$ cat config.mk
export PLATFORM = sky130hd
export DESIGN_NAME = btb_predictor_flat
export DESIGN_NICKNAME = d
export VERILOG_FILES = /design/src/rtl/btb_predictor_pkg.sv /design/src/rtl/btb_predictor_if.sv /design/src/rtl/btb_predictor_sat_counter_next.sv /design/src/rtl/btb_predictor.sv /design/src/flat_wrapper.sv
export SDC_FILE = /design/constraint.sdc
export NUM_CORES = 1
export LEC_CHECK = 0
export CORE_MARGIN = 2
export CORE_UTILIZATION = 61
export CTS_CLUSTER_SIZE = 16
export DETAILED_ROUTE_END_ITERATION = 10
export PLACE_DENSITY = 0.87
export SLEW_MARGIN = 20
export SYNTH_ARGS = -nofsm -noshare
export SYNTH_HDL_FRONTEND = slang
export SYNTH_SLANG_ARGS = --single-unit
$ cat constraint.sdc
create_clock -name clk -period 4.2 [get_ports clk]
set_input_delay 1.26 -clock clk [delete_from_list [all_inputs] [get_ports clk]]
set_output_delay 1.26 -clock clk [all_outputs]
set_load 0.03 [all_outputs]
$ cat src/rtl/btb_predictor_pkg.sv
// Shared types and counter constants for the branch target buffer.
// Structs are sized for the default RV32I build; counter constants scale with CTR_W.
package btb_types;

  localparam int unsigned BTB_ADDR_W = 32;
  localparam int unsigned BTB_CTR_W  = 2;

  typedef struct packed {
    logic                  valid;
    logic [BTB_ADDR_W-1:0] pc;
    logic                  taken;
    logic [BTB_ADDR_W-1:0] target;
  } btb_update_t;

  typedef struct packed {
    logic                  hit;
    logic                  taken;
    logic [BTB_ADDR_W-1:0] target;
    logic [BTB_CTR_W-1:0]  flag;
  } btb_pred_t;

  // Weakly-not-taken: MSB clear, all lower bits set.
  function automatic int unsigned ctr_weak_nt(input int unsigned w);
    return (32'd1 << (w - 1)) - 32'd1;
  endfunction

  // Weakly-taken: MSB set, all lower bits clear.
  function automatic int unsigned ctr_weak_t(input int unsigned w);
    return 32'd1 << (w - 1);
  endfunction

endpackage

$ cat src/rtl/btb_predictor_if.sv
// Fetch/lookup, prediction and execute-stage training signals of the BTB.
// master = pipeline side, slave = predictor side.
interface btb_predictor_if #(
  parameter int unsigned ADDR_W = 32,
  parameter int unsigned CTR_W  = 2
);

  logic              fetch_valid;
  logic [ADDR_W-1:0] fetch_pc;
  logic              stall;
  logic              pred_hit;
  logic              pred_taken;
  logic [ADDR_W-1:0] pred_target;
  logic [CTR_W-1:0]  pred_flag;
  logic              upd_valid;
  logic [ADDR_W-1:0] upd_pc;
  logic              upd_taken;
  logic [ADDR_W-1:0] upd_target;
  logic              flush_all;

  modport master (
    output fetch_valid, fetch_pc, stall,
    output upd_valid, upd_pc, upd_taken, upd_target, flush_all,
    input  pred_hit, pred_taken, pred_target, pred_flag
  );

  modport slave (
    input  fetch_valid, fetch_pc, stall,
    input  upd_valid, upd_pc, upd_taken, upd_target, flush_all,
    output pred_hit, pred_taken, pred_target, pred_flag
  );

endinterface

$ cat src/rtl/btb_predictor_sat_counter_next.sv
// Next value of a CTR_W-bit saturating counter; inc wins if both are set.
module sat_counter_next #(
  parameter int unsigned CTR_W = 2
) (
  input  logic [CTR_W-1:0] ctr,
  input  logic             inc,
  input  logic             dec,
  output logic [CTR_W-1:0] nxt
);

  localparam logic [CTR_W-1:0] CTR_MAX = '1;

  always_comb begin
    // NOTE: default assignment first so every path drives nxt and no latch is inferred.
    nxt = ctr;
    if (inc) begin
      if (ctr != CTR_MAX) nxt = ctr + CTR_W'(1);
    end else if (dec) begin
      if (ctr != '0) nxt = ctr - CTR_W'(1);
    end
  end

endmodule

$ cat src/rtl/btb_predictor.sv
// Direct-mapped branch target buffer with saturating direction counters.
// One-cycle registered lookup beside fetch; trained from execute; global flush.
module btb_predictor
  import btb_types::*;
#(
  parameter int unsigned ENTRIES = 16,
  parameter int unsigned ADDR_W  = 32,
  parameter int unsigned CTR_W   = 2
) (
  input logic            clk,
  input logic            rst,
  btb_predictor_if.slave bus
);

  localparam int unsigned IDX_W = $clog2(ENTRIES);
  localparam int unsigned TAG_W = ADDR_W - IDX_W - 2;

  localparam logic [CTR_W-1:0] CTR_WNT = CTR_W'(ctr_weak_nt(CTR_W));
  localparam logic [CTR_W-1:0] CTR_WT  = CTR_W'(ctr_weak_t(CTR_W));

  logic [ENTRIES-1:0] valid_q;
  logic [CTR_W-1:0]   ctr_q [ENTRIES];
  logic [TAG_W-1:0]   tag_q [ENTRIES];
  logic [ADDR_W-1:0]  tgt_q [ENTRIES];

  // Byte offset within a word never participates in lookup or training.
  logic unused_pc_lsbs;
  assign unused_pc_lsbs = ^{bus.fetch_pc[1:0], bus.upd_pc[1:0]};

  // Lookup path: reads the array as it stands before this edge.
  logic [IDX_W-1:0] f_idx;
  logic [TAG_W-1:0] f_tag;
  logic             f_hit;

  assign f_idx = bus.fetch_pc[IDX_W+1:2];
  assign f_tag = bus.fetch_pc[ADDR_W-1:IDX_W+2];
  assign f_hit = bus.fetch_valid && valid_q[f_idx] && (tag_q[f_idx] == f_tag);

  // Update path.
  logic [IDX_W-1:0] u_idx;
  logic [TAG_W-1:0] u_tag;
  logic             u_hit;
  logic [CTR_W-1:0] u_ctr_nxt;

  assign u_idx = bus.upd_pc[IDX_W+1:2];
  assign u_tag = bus.upd_pc[ADDR_W-1:IDX_W+2];
  assign u_hit = valid_q[u_idx] && (tag_q[u_idx] == u_tag);

  sat_counter_next #(.CTR_W(CTR_W)) u_sat (
    .ctr (ctr_q[u_idx]),
    .inc (bus.upd_taken),
    .dec (!bus.upd_taken),
    .nxt (u_ctr_nxt)
  );

  // Valid bits and counters: reset and flushed in a single cycle.
  always_ff @(posedge clk or posedge rst) begin
    // NOTE: sequential state uses non-blocking assignments so every flop samples pre-edge values.
    if (rst) begin
      valid_q <= '0;
      for (int i = 0; i < int'(ENTRIES); i++) ctr_q[i] <= CTR_WNT;
    end else if (bus.flush_all) begin
      valid_q <= '0;
      for (int i = 0; i < int'(ENTRIES); i++) ctr_q[i] <= CTR_WNT;
    end else if (bus.upd_valid) begin
      if (u_hit) begin
        ctr_q[u_idx] <= u_ctr_nxt;
      end else if (bus.upd_taken) begin
        valid_q[u_idx] <= 1'b1;
        ctr_q[u_idx]   <= CTR_WT;
      end
    end
  end

  // NOTE: tags and targets carry no reset; they are qualified by valid_q, so clearing them buys nothing.
  always_ff @(posedge clk) begin
    if (!bus.flush_all && bus.upd_valid && bus.upd_taken) begin
      tag_q[u_idx] <= u_tag;
      tgt_q[u_idx] <= bus.upd_target;
    end
  end

  // Prediction registers; a flush edge forces a miss so stale entries never leak out.
  always_ff @(posedge clk or posedge rst) begin
    if (rst) begin
      bus.pred_hit    <= 1'b0;
      bus.pred_taken  <= 1'b0;
      bus.pred_target <= '0;
      bus.pred_flag   <= '0;
    end else if (!bus.stall) begin
      if (f_hit && !bus.flush_all) begin
        bus.pred_hit    <= 1'b1;
        bus.pred_taken  <= ctr_q[f_idx][CTR_W-1];
        bus.pred_target <= tgt_q[f_idx];
        bus.pred_flag   <= ctr_q[f_idx];
      end else begin
        bus.pred_hit    <= 1'b0;
        bus.pred_taken  <= 1'b0;
        bus.pred_target <= '0;
        bus.pred_flag   <= '0;
      end
    end
  end

endmodule

$ cat src/flat_wrapper.sv
// flat-port wrapper written by rule: the top's interface ports become plain ports
module btb_predictor_flat import btb_types::*;
#(
  parameter int unsigned ENTRIES = 16,
  parameter int unsigned ADDR_W  = 32,
  parameter int unsigned CTR_W   = 2
)
  (clk, rst, bus_fetch_valid, bus_fetch_pc, bus_stall, bus_upd_valid, bus_upd_pc, bus_upd_taken, bus_upd_target, bus_flush_all, bus_pred_hit, bus_pred_taken, bus_pred_target, bus_pred_flag);
  btb_predictor_if #(.ADDR_W(ADDR_W), .CTR_W(CTR_W)) bus_i ();
  input logic clk;
  input logic rst;
  input wire logic [$bits(bus_i.fetch_valid)-1:0] bus_fetch_valid;
  input wire logic [$bits(bus_i.fetch_pc)-1:0] bus_fetch_pc;
  input wire logic [$bits(bus_i.stall)-1:0] bus_stall;
  input wire logic [$bits(bus_i.upd_valid)-1:0] bus_upd_valid;
  input wire logic [$bits(bus_i.upd_pc)-1:0] bus_upd_pc;
  input wire logic [$bits(bus_i.upd_taken)-1:0] bus_upd_taken;
  input wire logic [$bits(bus_i.upd_target)-1:0] bus_upd_target;
  input wire logic [$bits(bus_i.flush_all)-1:0] bus_flush_all;
  output wire logic [$bits(bus_i.pred_hit)-1:0] bus_pred_hit;
  output wire logic [$bits(bus_i.pred_taken)-1:0] bus_pred_taken;
  output wire logic [$bits(bus_i.pred_target)-1:0] bus_pred_target;
  output wire logic [$bits(bus_i.pred_flag)-1:0] bus_pred_flag;
  assign bus_i.fetch_valid = bus_fetch_valid;
  assign bus_i.fetch_pc = bus_fetch_pc;
  assign bus_i.stall = bus_stall;
  assign bus_i.upd_valid = bus_upd_valid;
  assign bus_i.upd_pc = bus_upd_pc;
  assign bus_i.upd_taken = bus_upd_taken;
  assign bus_i.upd_target = bus_upd_target;
  assign bus_i.flush_all = bus_flush_all;
  assign bus_pred_hit = bus_i.pred_hit;
  assign bus_pred_taken = bus_i.pred_taken;
  assign bus_pred_target = bus_i.pred_target;
  assign bus_pred_flag = bus_i.pred_flag;
  btb_predictor #(.ENTRIES(ENTRIES), .ADDR_W(ADDR_W), .CTR_W(CTR_W)) u_core (.clk(clk), .rst(rst), .bus(bus_i));
endmodule
### Yosys cells after proc, flatten, opt, wreduce, memory -nomap -nowiden

Memories as Yosys holds them, arrays and structs flattened.
Index checks and enable logic that the tools add are counted.

| storage, ports and cells | value |
|---|---|
| register bits | 84 |
| bits in latches | 0 |
| bits in writable memories | 928 |
| bits in read-only memories | 0 |
| input port bits | 103 |
| output and inout bits | 36 |
| word-level logic and storage cells | 88 |
| memories kept | 2 |

| operators by class | value |
|---|---|
| add/subtract/negate cells | 2 |
| multiply operators | 0 |
| divide/modulo/power cells | 0 |
| magnitude comparators | 6 |
| eq/ne operators | 4 |
| shift-type cells | 0 |
| mux-type cells | 32 |
| bitwise logic cells | 6 |
| reductions and logical operators | 15 |

Memories:

| memory | words | bits a word | rd ports | clocked after memory_dff | write ports | RTL line | source |
|---|---|---|---|---|---|---|---|
| u_core.tgt_q | 16 | 32 | 1 | 0 | 1 | btb_predictor.sv:24 | `logic [ADDR_W-1:0] tgt_q [ENTRIES];` |
| u_core.tag_q | 16 | 26 | 2 | 0 | 1 | btb_predictor.sv:23 | `logic [TAG_W-1:0] tag_q [ENTRIES];` |

Operator list:

| cell | count |
|---|---|
| $mux W32 | 5 |
| $mux W16 | 4 |
| $eq A26 B26 Y1 | 2 |
| $bwmux W32 | 1 |
| $or A16 B16 Y16 | 2 |
| $mux W2 | 9 |
| $and A16 B16 Y16 | 1 |
| $bmux W2 S4 | 2 |
| $not A16 Y16 | 1 |
| $ge A5 B5 Y1 const B | 2 |
| $lt A4 B5 Y1 const B | 2 |
| $not A4 Y5 | 2 |
| $bmux W1 S4 | 2 |
| $demux W2 S4 | 1 |
| $logic_and A1 B1 Y1 | 8 |
| $mux W1 | 7 |
| $reduce_bool A2 Y1 | 3 |
| $lt A5 B1 Y1 const B | 1 |
| $demux W1 S4 | 1 |
| $ge A4 B1 Y1 const B | 1 |
| $ne A2 B2 Y1 const B | 2 |
| $reduce_and A3 Y1 | 1 |
| $reduce_bool A3 Y1 | 1 |
| $add A2 B1 Y2 const B | 1 |
| 3 further kinds | 3 |

### Longest topological paths before layout

Gate-level depths: netlist of run 1.

| depth | value |
|---|---|
| depth after elaboration | 11 |
| mapped depth | 14 |
| depth with buffers taken out | 9 |

### Cells and area by module

Synthesis of run 1 repeated with hierarchy kept, for this count alone.

| unflattened totals | value |
|---|---|
| cells, all modules | 2200 |
| area, all modules | 43747.0 sq um |

By module, submodules not included:

| module | instances | cells an instance | area an instance (sq um) | seq. area each (sq um) |
|---|---|---|---|---|
| btb_predictor | 1 | 2192 | 43700.7 | 29963.7 |
| sat_counter_next | 1 | 8 | 46.3 | 0.0 |

### Worst setup path before layout of run 1

No wires, ideal clock.

| path | value |
|---|---|
| kind | in2reg |
| from | input bus_upd_pc[2] |
| to | memory u_core.tag_q[4][0] (netlist bit), enable pin |
| setup time | 0.474 ns |
| arrival time | 4.735 ns |
| data required time | 3.726 ns |
| slack | -1.009 ns |
| cell stages on the path | 7 |
| path buffers | 4 |
| cells stage by stage | buf_6 > buf_6 > buf_8 > nor2_1 > buf_2 > nand2_1 > nor2_1 |

RTL lines:

| item | RTL line | source |
|---|---|---|
| from (decl) | flat_wrapper.sv:16 | `input wire logic [$bits(bus_i.upd_pc)-1:0] bus_upd_pc;` |
| to (decl) | btb_predictor.sv:23 |  |

No word-level cell before the write port.

### Final worst setup path of run 1

| path | value |
|---|---|
| from | input bus_upd_pc[2] |
| to | register u_core.ctr_q[5] (netlist bit) |

| between the ends | value |
|---|---|
| longest elaborated chain between the ends | 11 |
| elaborated cells on any way between the ends | 29 |
| classes of those cells | add/sub: 2; order compare: 2; eq/ne: 2; mux: 15; bitwise: 2; reduce/logical: 5; memory: 1 |

Ends and longest elaborated chain:

| item | RTL line | source |
|---|---|---|
| $not A4 Y5 (not written as such) | btb_predictor.sv:50, btb_predictor.sv:67, btb_predictor.sv:70 |  |
| $bmux W2 S4 | btb_predictor.sv:50 | `.ctr (ctr_q[u_idx]),` |
| $mux W2 (not written as such) (2 in series) | btb_predictor.sv:50 |  |
| $sub A2 B1 Y2 (tied with other cells) | btb_predictor_sat_counter_next.sv:19 | `if (ctr != '0) nxt = ctr - CTR_W'(1);` |
| $mux W2 (on tied branches) | btb_predictor_sat_counter_next.sv:19, btb_predictor_sat_counter_next.sv:17 |  |
| $mux W2 | btb_predictor_sat_counter_next.sv:16 | `if (inc) begin` |
| $bwmux W32 | btb_predictor.sv:67 | `ctr_q[u_idx] <= u_ctr_nxt;` |
| $mux W32 | btb_predictor.sv:66 | `if (u_hit) begin` |
| $mux W32 | btb_predictor.sv:65 | `end else if (bus.upd_valid) begin` |
| $mux W32 | btb_predictor.sv:62 | `end else if (bus.flush_all) begin` |
| to (signal, indexed assignment) | btb_predictor.sv:67 |  |
| to (decl) | btb_predictor.sv:22 | `logic [CTR_W-1:0] ctr_q [ENTRIES];` |

Several ways; a longest one is shown, not always the timed one. The select of a mux whose other input is x is not followed.
A chain may end at the register's enable or synchronous reset.

==> results of run 1 <==
metrics by stage:
step | setup WS, ns | hold slack (ns) | cell area (um2) | cells | power (mW)
global placement | -0.4604 | 0.4644 | 47620 | 3295 | 12.80
floorplan | -0.9344 | 0.5043 | 43500 | 2140 | 12.18
CTS | 0.01066 | 0.4972 | 51010 | 3485 | 21.97
finish | 0.02381 | 0.4965 | 51030 | 3486 | 21.93
global route | 0.01369 | 0.5194 | 51030 | 3486 | 22.41
detailed placement | -0.5890 | 0.4723 | 47620 | 3295 | 12.86
area by class of cell:
| type | instances | share of cell area |
|---|---|---|
| diodes | 1 | 0.00004904 |
| clock buffers | 130 | 0.05348 |
| clock inverters | 60 | 0.01292 |
| inverters | 65 | 0.004830 |
| multi-input cells | 934 | 0.2490 |
| flip-flops and latches | 1011 | 0.5872 |
| well taps | 940 | 0.02305 |
| repair buffers | 345 | 0.06947 |
sequential cells by signal, indices dropped and copies added (netlist names):
register,flops
u_core.tag_q,416
u_core.tgt_q,512
u_core.bus.pred_target,32
u_core.valid_q,16
u_core.ctr_q,32
u_core.bus.pred_flag,1
u_core.bus.pred_hit,1
u_core.bus.pred_taken,1
cell usage after synthesis, drive strengths merged (8+ instances only):
cell / count / area [um2]
xnor2: 35 / 306.5
dfrtp: 67 / 1677
mux2: 21 / 236.5
nor2b: 24 / 150.1
nand3: 13 / 65.06
a221oi: 8 / 88.83
a22oi: 10 / 75.07
o32ai: 17 / 193.9
nand4: 12 / 81.33
nor2: 28 / 105.1
buf: 68 / 414.1
nor3: 8 / 40.04
o21ai: 91 / 455.4
inv: 64 / 240.2
edfxtp: 928 / 27870
mux2i: 77 / 770.7
o22ai: 24 / 150.1
clkbuf: 62 / 232.7
mux4: 386 / 8693
a22o: 13 / 113.9
nand2: 73 / 274.0
dfstp: 16 / 420.4
xor2: 14 / 122.6
cells by family after synthesis:
| logic type | Yosys count |
|---|---|
| fa+ha+maj | 1 |
| buf+inv | 195 |
| compound gates | 212 |
| flops | 1011 |
| mux | 484 |
| xor+xnor | 49 |
| simple gates | 188 |
worst max path at each step:
stage / startpoint / end / slack [ns] / cells past startpoint
floorplan: bus_upd_pc[2] / u_core.tag_q[9][0] / -0.93 / 6
CTS: bus_upd_pc[2] / u_core.ctr_q[2] / 0.01 / 16
global route: bus_upd_pc[2] / u_core.ctr_q[10] / 0.01 / 14
detailed placement: bus_upd_pc[2] / u_core.ctr_q[4] / -0.59 / 15
finish: bus_upd_pc[2] / u_core.ctr_q[5] / 0.02 / 16
global placement: bus_upd_pc[2] / u_core.ctr_q[0] / -0.46 / 15
where the power goes:
part	switching, mW	internal [mW]	leakage (nW)
combinational	0.867	0.746	5.79
clock	3.87	5.35	1.66
sequential	0.0340	11.1	9.45
total	4.77	17.2	16.9
layout by cell type (no fill, tap or decap), types with 14 or more instances in the layout:
master           count
edfxtp_1           928
nand2_1             73
clkbuf_1            22
clkinv_1            19
nor2b_1             23
o22ai_1             24
mux2i_1             77
nor2_4              16
inv_1               62
o21ai_1             30
xnor2_1             35
xor2_1              14
buf_4              164
clkbuf_16          103
o21ai_0             61
dfrtp_1             67
buf_12              50
mux4_2             386
clkinv_2            21
clkdlybuf4s50_1    125
mux2_2              21
dfstp_2             16
what timing repair did:
action,4_1_cts,5_1_grt
hold buffers,0,0
setup endpoints to repair,0,10
gates resized for setup,0,5
hold endpoints to repair,0,0
critical path: stages:
cell and delay (ns):
buf_4 0.21, buf_4 0.17, inv_1 0.17, buf_12 0.19
mux2i_1 0.34, buf_4 0.19, nor2_1 0.04, a2111oi_1 0.49
buf_4 0.20, nand3_1 0.16, a211oi_2 0.32, buf_4 0.21
nand4_2 0.14, buf_12 0.18, o21ai_0 0.27, o21ai_1 0.15
layer usage:
| layer | vias to the layer above | GRT usage |
|---|---|---|
| met3 | 474 | 0.06523 |
| met2 | 2239 | 0.5625 |
| met5 | - | 0 |
| li1 | 9654 | - |
| met1 | 12900 | 0.4245 |
| met4 | 4 | 0.1673 |
==> run summary, run 1 <==
status: complete, but fails checks
failing checks: design-rule violations
Final Wtd Congestion: 0.9607
WHS Path Cells: 2
R2R cell count: 13
final worst path period share: 0.9943
IO Port Bufs: 134
starting density of the core: 0.6179
DR vias/cell: 7.249
Slew Viols, Final: 0
HPWL after detailed placement: 68020 um
VDD IR max: 0.0004962 V
Hold Path End: u_core.bus.pred_target[15]
worst hold start: u_core.bus.pred_target[15]
Clock Latency Late Sink: 0.68 ns
Syn Inst Count: 2140
Setup TNS: 0 ns
Die Area: 0.07333 mm2
CTS Sinks: 1011
Setup Viol. Count Final: 0
Yosys warnings: 0
Clock transition at path regs: 0.07 ns
core box area: 0.07027 mm2
Die X-Extent: 270.8 um
pin count of the biggest net entering global routing: 124
Synth Register Bits: 1011
Fillers: 3698
CTS Buf Count: 101
Hold Fails Final Rpt: 0
Hold WC Path Type: reg -> reg
number of I/O pins: 139
total of max-cap violations: 0
top sig layer: met5
H-tree depth: 3
residual DRC count: 1
complex-gate fraction of the synthesized area: 0.03429
via count: 25270
Synth Area in XOR/XNOR: 0.009884
mux contribution to synthesized area: 0.2234
worst reg2reg startpoint: u_core.tag_q[10][17]
metal2 WL: 62090 um
Critical Path Fanout Max: 16
CTS max path bufs: 3
gr usage total: 0.3358
sequential area share after synthesis: 0.6901
fraction of registers with async set/reset: 0.08210
P&R area growth vs syn: 17.52%
register area: 0.02996 mm2
simple-gate share of the synthesized area: 0.02158
Starting DRT DRC Count: 3556
vias in the first global route: 26530
normalized max-slew margin: 0.3853
Chip Height: 270.8 um
Critical R2R Capture: u_core.ctr_q[5]
Post-synth EDFFs: 928
CP arrival: 4.72 ns
RSZ-0062 raised after global routing: no
layout cell share with drive strength beyond 1: 0.3277
Least-Margin Pin Slew: 0.9221 ns
critical setup path kind: in -> reg
clk_skew: 0.02853 ns
fmax: 0.2395 GHz
Critical Path Source Type: primary input
Final ANT Viol Nets: 0
Multi-input gate area: 0.01271 mm2
remaining global-route overflow: 0
final core area utilization: 0.7262
reg2reg setup slack: 0.53 ns
WP data required: 4.75 ns
DRT Pass-1 Iters: 9
WL/cell: 34.77 um
Adder-Cell Fraction of Synth Area: 0.0002305
Setup Buffers After CTS: 0
# rows: 97
Avg Inst Size Synth: 20.29 um2
Total Nets Final: 2561
met3 WL: 13060 um
leakage power: 16.89 nW
Root Buffer: clkbuf_16
synthesized area: 0.04342 mm2
minimum clock period after layout: 4.176 ns
CTS tree: yes
Netlist cell types: 73
global-route wire length before repair: 177500 um
largest family of logic cells by synthesized area: multiplexers
initial antenna violation count: 3
PD cells: 429.8 mW/mm2
met1 WL: 39690 um
post-synth net total: 2243
final wirelength: 121200 um
Main synth FF type: edfxtp_1
Critical Path End Type: flip-flop
No activity file was read; power rests on OpenSTA's default activity.
==> run 2, diff against run 1 <==
Settings changed: CORE_UTILIZATION 61 to 45, PLACE_DENSITY 0.87 to 0.69.
==> run 2 against run 1 <==
The run now ends clean. Clock power decreased by 4.1%. Count of clock-buffer cells in the layout increased by 6. Utilization decreased by 19 points. Via count decreased by 6.1%. Sequential power about the same. Routed wire length decreased by 5.8%.
==> run summary, run 2 (synthesis results as in run 1) <==
Total Nets Final: 2582
PD cells: 418.4 mW/mm2
IO Port Bufs: 134
dpl cells: 3642
Finished Layout Cells: 3829
Hold WC Path Type: reg -> reg
VDD IR max: 0.0003816 V
P&R area growth vs syn: 18.46%
Crit path top cell by count: buf_4
sequential power share: 0.515
Critical Path Source Type: primary input
# rows: 113
vias in the first global route: 24490
design internal power: 16.87 mW
leakage power: 16.90 nW
commonest non-fill, non-tap cell in the layout: edfxtp_1
layout cell share with drive strength beyond 1: 0.3270
Setup TNS: 0 ns
total net switching power: 4.657 mW
top flop regs: u_core.tgt_q (512), u_core.tag_q (416)
final worst path period share: 0.9793
Die X-Extent: 314.6 um
residual DRC count: 0
Clock transition at path regs: 0.06 ns
clk_skew: 0.02612 ns
CP arrival: 4.70 ns
status: finished clean
Critical Path Fanout Max: 16
Final ANT Viol Nets: 0
Combinational Power Share: 0.074
Slew Viols, Final: 0
normalized max-slew margin: 0.5067
Setup Buffers After CTS: 0
Critical Path End Type: flip-flop
remaining global-route overflow: 0
Root Buffer: clkbuf_16
max reg flops: 512
minimum clock period after layout: 4.113 ns
Chip Height: 314.6 um
Cell Chain, Critical Path: buf_4 > buf_4 > nor2b_1 > buf_4 > a22o_1 > o21a_1 > o41ai_1 > buf_4 > nand4_1 > nor4_4 > buf_4 > a31oi_2 > buf_12 > o32ai_1 > o21ai_1
number of I/O pins: 139
total power: 21.52 mW
CTS tree: yes
clock share of power: 0.411
most frequent cells in the layout: edfxtp_1 (928), mux4_2 (386), buf_4 (188)
critical setup path kind: in -> reg
Clock Latency Late Sink: 0.68 ns
DR vias/cell: 6.196
switching share of power: 0.2164
HPWL after detailed placement: 69640 um
slowest CP cell: o41ai_1
Hold Buf Count CTS: 0
RSZ-0062 raised after global routing: no
cells resized by post-CTS repair: 0
DRT Pass-1 Iters: 6
Hold Fails Final Rpt: 0
final wirelength: 114200 um
CTS Buf Count: 100
Final Wtd Congestion: 0.9095
Starting DRT DRC Count: 2909
H-tree depth: 3
Reg with most FFs: u_core.tgt_q
gr usage total: 0.2331
total of max-cap violations: 0
fmax: 0.2431 GHz
initial antenna violation count: 5
core box area: 0.09529 mm2
Die Area: 0.09899 mm2
global-route wire length before repair: 167500 um
WL/cell: 29.82 um
biggest cell delay along the critical path: 0.62 ns
via count: 23720
Setup Viol. Count Final: 0
CTS max path bufs: 3
pin count of the biggest net entering global routing: 106
CTS Sinks: 1011
WP data required: 4.79 ns
starting density of the core: 0.4556
Least-Margin Pin Slew: 0.7399 ns
## run 2: cell count changes in the layout (fill, tap and decap cells not counted), sizes merged
| cell | previous run | this run |
|---|---|---|
| clkinvlp | 3 | 1 |
| bufinv | 12 | 7 |
| inv | 68 | 66 |
| buf | 219 | 241 |
| clkbuf | 131 | 137 |
| clkinv | 42 | 41 |
## run 2: power by group through the flow
stage | Clock [mW] | Sequential (mW) | Combinational [mW]
detailed placement | 0 | 11.3 | 1.59
global placement | 0 | 11.3 | 1.56
global route | 9.34 | 11.1 | 1.68
floorplan | 0 | 11.3 | 0.885
CTS | 8.96 | 11.1 | 1.60
finish | 8.84 | 11.1 | 1.59
## run 2: through the flow
stage / area [um2] / hold WS [ns] / worst slack, ns / util
CTS: 51430 / 0.4978 / 0.1938 / 0.5397
finish: 51430 / 0.4944 / 0.08713 / 0.5397
global placement: 48150 / 0.4658 / -0.4105 / 0.5053
global route: 51430 / 0.5174 / 0.03321 / 0.5397
detailed placement: 48150 / 0.4779 / -0.4855 / 0.5053
floorplan: 43500 / 0.5043 / -0.9344 / -
## run 2: per-layer routing
metal | wire length, um | vias up | track usage | part of all wire
met3 | 9011 | 201 | 0.04341 | 0.079
met5 | 55 | - | 0 | 0.00048
met2 | 56720 | 1168 | 0.3836 | 0.50
li1 | - | 9692 | - | -
met4 | 2925 | 10 | 0.06028 | 0.026
met1 | 45490 | 12650 | 0.3230 | 0.40
## run 2: worst paths after layout
| check | start | end | slack, ns | depth (start not counted) |
|---|---|---|---|---|
| setup / recovery | bus_upd_pc[2] | u_core.ctr_q[0] | 0.09 | 15 |
| min in group asynchronous | rst | u_core.bus.pred_target[29] | 1.05 | 2 |
| hold / removal | u_core.bus.pred_target[19] | u_core.bus.pred_target[19] | 0.49 | 2 |
| setup reg to reg | u_core.tag_q[8][17] | u_core.ctr_q[0] | 0.62 | 12 |
| hold reg to reg | u_core.bus.pred_target[19] | u_core.bus.pred_target[19] | 0.49 | 2 |
| max in group asynchronous | rst | u_core.ctr_q[12] | 2.38 | 3 |
## run 2: area by class of cell
type,count,area [um2]
sequential,1011,29960
inverter,65,246.5
clock buffer,136,2759
fill,7265,43860
multi-input combinational,934,12690
clock inverter,50,518.0
tap,1265,1583
antenna,1,2.502
timing repair buffer,367,3676
## run 2: critical path: cells and delay by family
family | cells | cell delay [ns]
AOI/OAI and AO/OA | 6 | 1.58
buffers and inverters | 6 | 1.19
and+or+nand+nor | 3 | 0.65
==> variant (config.mk and constraints of run 2) <==
Reset style: synchronous (`rst`), changed in 2 clocked blocks.
--- a/src/rtl/btb_predictor.sv
+++ b/src/rtl/btb_predictor.sv
@@ -54,7 +54,7 @@
   );
 
   // Valid bits and counters: reset and flushed in a single cycle.
-  always_ff @(posedge clk or posedge rst) begin
+  always_ff @(posedge clk) begin
     // NOTE: sequential state uses non-blocking assignments so every flop samples pre-edge values.
     if (rst) begin
       valid_q <= '0;
@@ -81,7 +81,7 @@
   end
 
   // Prediction registers; a flush edge forces a miss so stale entries never leak out.
-  always_ff @(posedge clk or posedge rst) begin
+  always_ff @(posedge clk) begin
     if (rst) begin
       bus.pred_hit    <= 1'b0;
       bus.pred_taken  <= 1'b0;
Formal check against the unedited RTL: not equivalent (Yosys sat finds a counterexample within 4 cycles, from zero or initial values and one cycle with rst high; the reset may be asserted at any time).
==> variant against run 2 <==
- cell count down 1.6%
- setup slack worse by 86 ps
- sequential cell count unchanged
- area after synthesis down 1.0%
- clock skew down 7.6 ps
- routed wire length down 4.9%
- sequential share of layout area down 0.16 points
- final area down 0.11%
- power up 2.3%
- via count down 3.5%
- worst hold slack worse by 46 ps
==> variant: results (changes against run 2) <==
* Status: completed
* DR iter-0 viols at 2,623 (-9.8%)
* Wl on met1 at 42,980 µm (-5.5%)
* Crit-path max FO at 8 (-8)
* Syn nets at 2,187 (-2.5%)
* DR WL met3 at 8437 µm (-6.4%)
* Most frequent cells after synthesis: edfxtp_1, mux4_2, nand2_1, clkbuf_1, o21ai_0
* Top cells by area, synth: edfxtp_1, mux4_2, dfxtp_1, mux2i_1, nand2_1
* Register area share after synthesis at 0.6944 (+0.004272)
* Met2 WL at 54,030 µm (-4.7%)
* Area taken by multi-input logic gates at 12,660 µm² (-0.23%)
* Clock buffer count at 133 (-2.2%)
* Num CTS Buffers at 101 (+1.0%)
* Clk power at 9.25 mW (+4.6%)
* Diode count at 3 (+2)
* Layout Skew at 18.57 ps (-7.550 ps)
* Sw frac at 0.2092 (-0.007143)
* Multi-input comb cells at 893 (-4.4%)
* Post-synth cell types at 61 (-16%)
* Largest net degree at the start of global routing at 105 (-0.94%)
* Crit-path leading delay family: buffers and inverters
* Wire per inst at 28.81 µm (-3.4%)
* Layout cell share with drive strength beyond 1 at 0.3396 (+0.01264)
* Avg Synthesized Cell Area at 20.63 µm² (+1.7%)
* Met1 Resource Use GR at 0.3041 (-0.01891)
* Post-DP HPWL at 64,770 µm (-7.0%)
* Repair and plain buffers at 361 (-1.6%)
* Async S/R FF share, synth at 0 (-0.08210)
* First-pass GRT wire length at 158,900 µm (-5.1%)
* Worst path max stage delay at 490 ps (-130 ps)
* Fillers at 7,108 (-2.2%)
* Gr usage total at 0.2217 (-0.01137)
* Post-cts resize count at 15 (+15)
* Arrival time at the worst endpoint at 4610 ps (-90 ps)
* Worst-Margin Slew at 832.6 ps (+92.63 ps)
* Grt met2 use at 0.3642 (-0.01943)
* # placed instances at 3,569 (-2.0%)
* Register area at 29,850 µm² (-0.38%)
## variant: changes by cell type after synthesis, sizes merged, moves of 13 or more
cell / run 2 / this run
edfxtp: 928 / 960
o21ai: 91 / 59
mux2i: 77 / 46
nand2: 73 / 93
mux4: 386 / 404
dfxtp: 0 / 51
nor2b: 24 / 10
o32ai: 17 / 1
o21bai: 0 / 15
a31oi: 5 / 18
dfstp: 16 / 0
dfrtp: 67 / 0
inv: 64 / 47
## variant: logic make-up (layout without fill, tap and decap cells)
family          after synthesis  after routing  share of synthesized area
compound gates              183            183                    0.02876
mux                         471            471                     0.2279
flops                      1011           1011                     0.6944
simple gates                191            191                    0.02069
other cells                   0              3                          0
xor+xnor                     48             48                   0.009780
buf+inv                     180            596                    0.01854
## variant: path summary, 6_finish.rpt
path	startpoint	endpoint	slack [ps]	cells past startpoint
worst max-delay path	bus_upd_pc[5]	u_core.ctr_q[12][0]$_SDFFCE_PN1P_	1	14
worst min-delay path	u_core.bus.pred_hit$_SDFFE_PP0N_	u_core.bus.pred_hit$_SDFFE_PP0N_	450	2
worst max register to register	u_core.tag_q[3][24]$_DFFE_PP_	u_core.ctr_q[12][0]$_SDFFCE_PN1P_	460	12
worst min register to register	u_core.bus.pred_hit$_SDFFE_PP0N_	u_core.bus.pred_hit$_SDFFE_PP0N_	450	2
## variant: through the flow
step	total power, mW	area (µm²)	setup TNS, ps	setup slack (ps)	hold slack, ps
6_report	22.02	51380	0	1.169	448.2
5_1_grt	22.64	51370	-1309	-76.89	489.2
4_1_cts	22.16	51130	0	4.240	456.6
3_5_place_dp	12.95	47650	-82000	-1157	446.6
3_3_place_gp	12.91	47650	-81020	-1108	444.4
2_1_floorplan	12.25	43120	-78050	-330.9	436.1
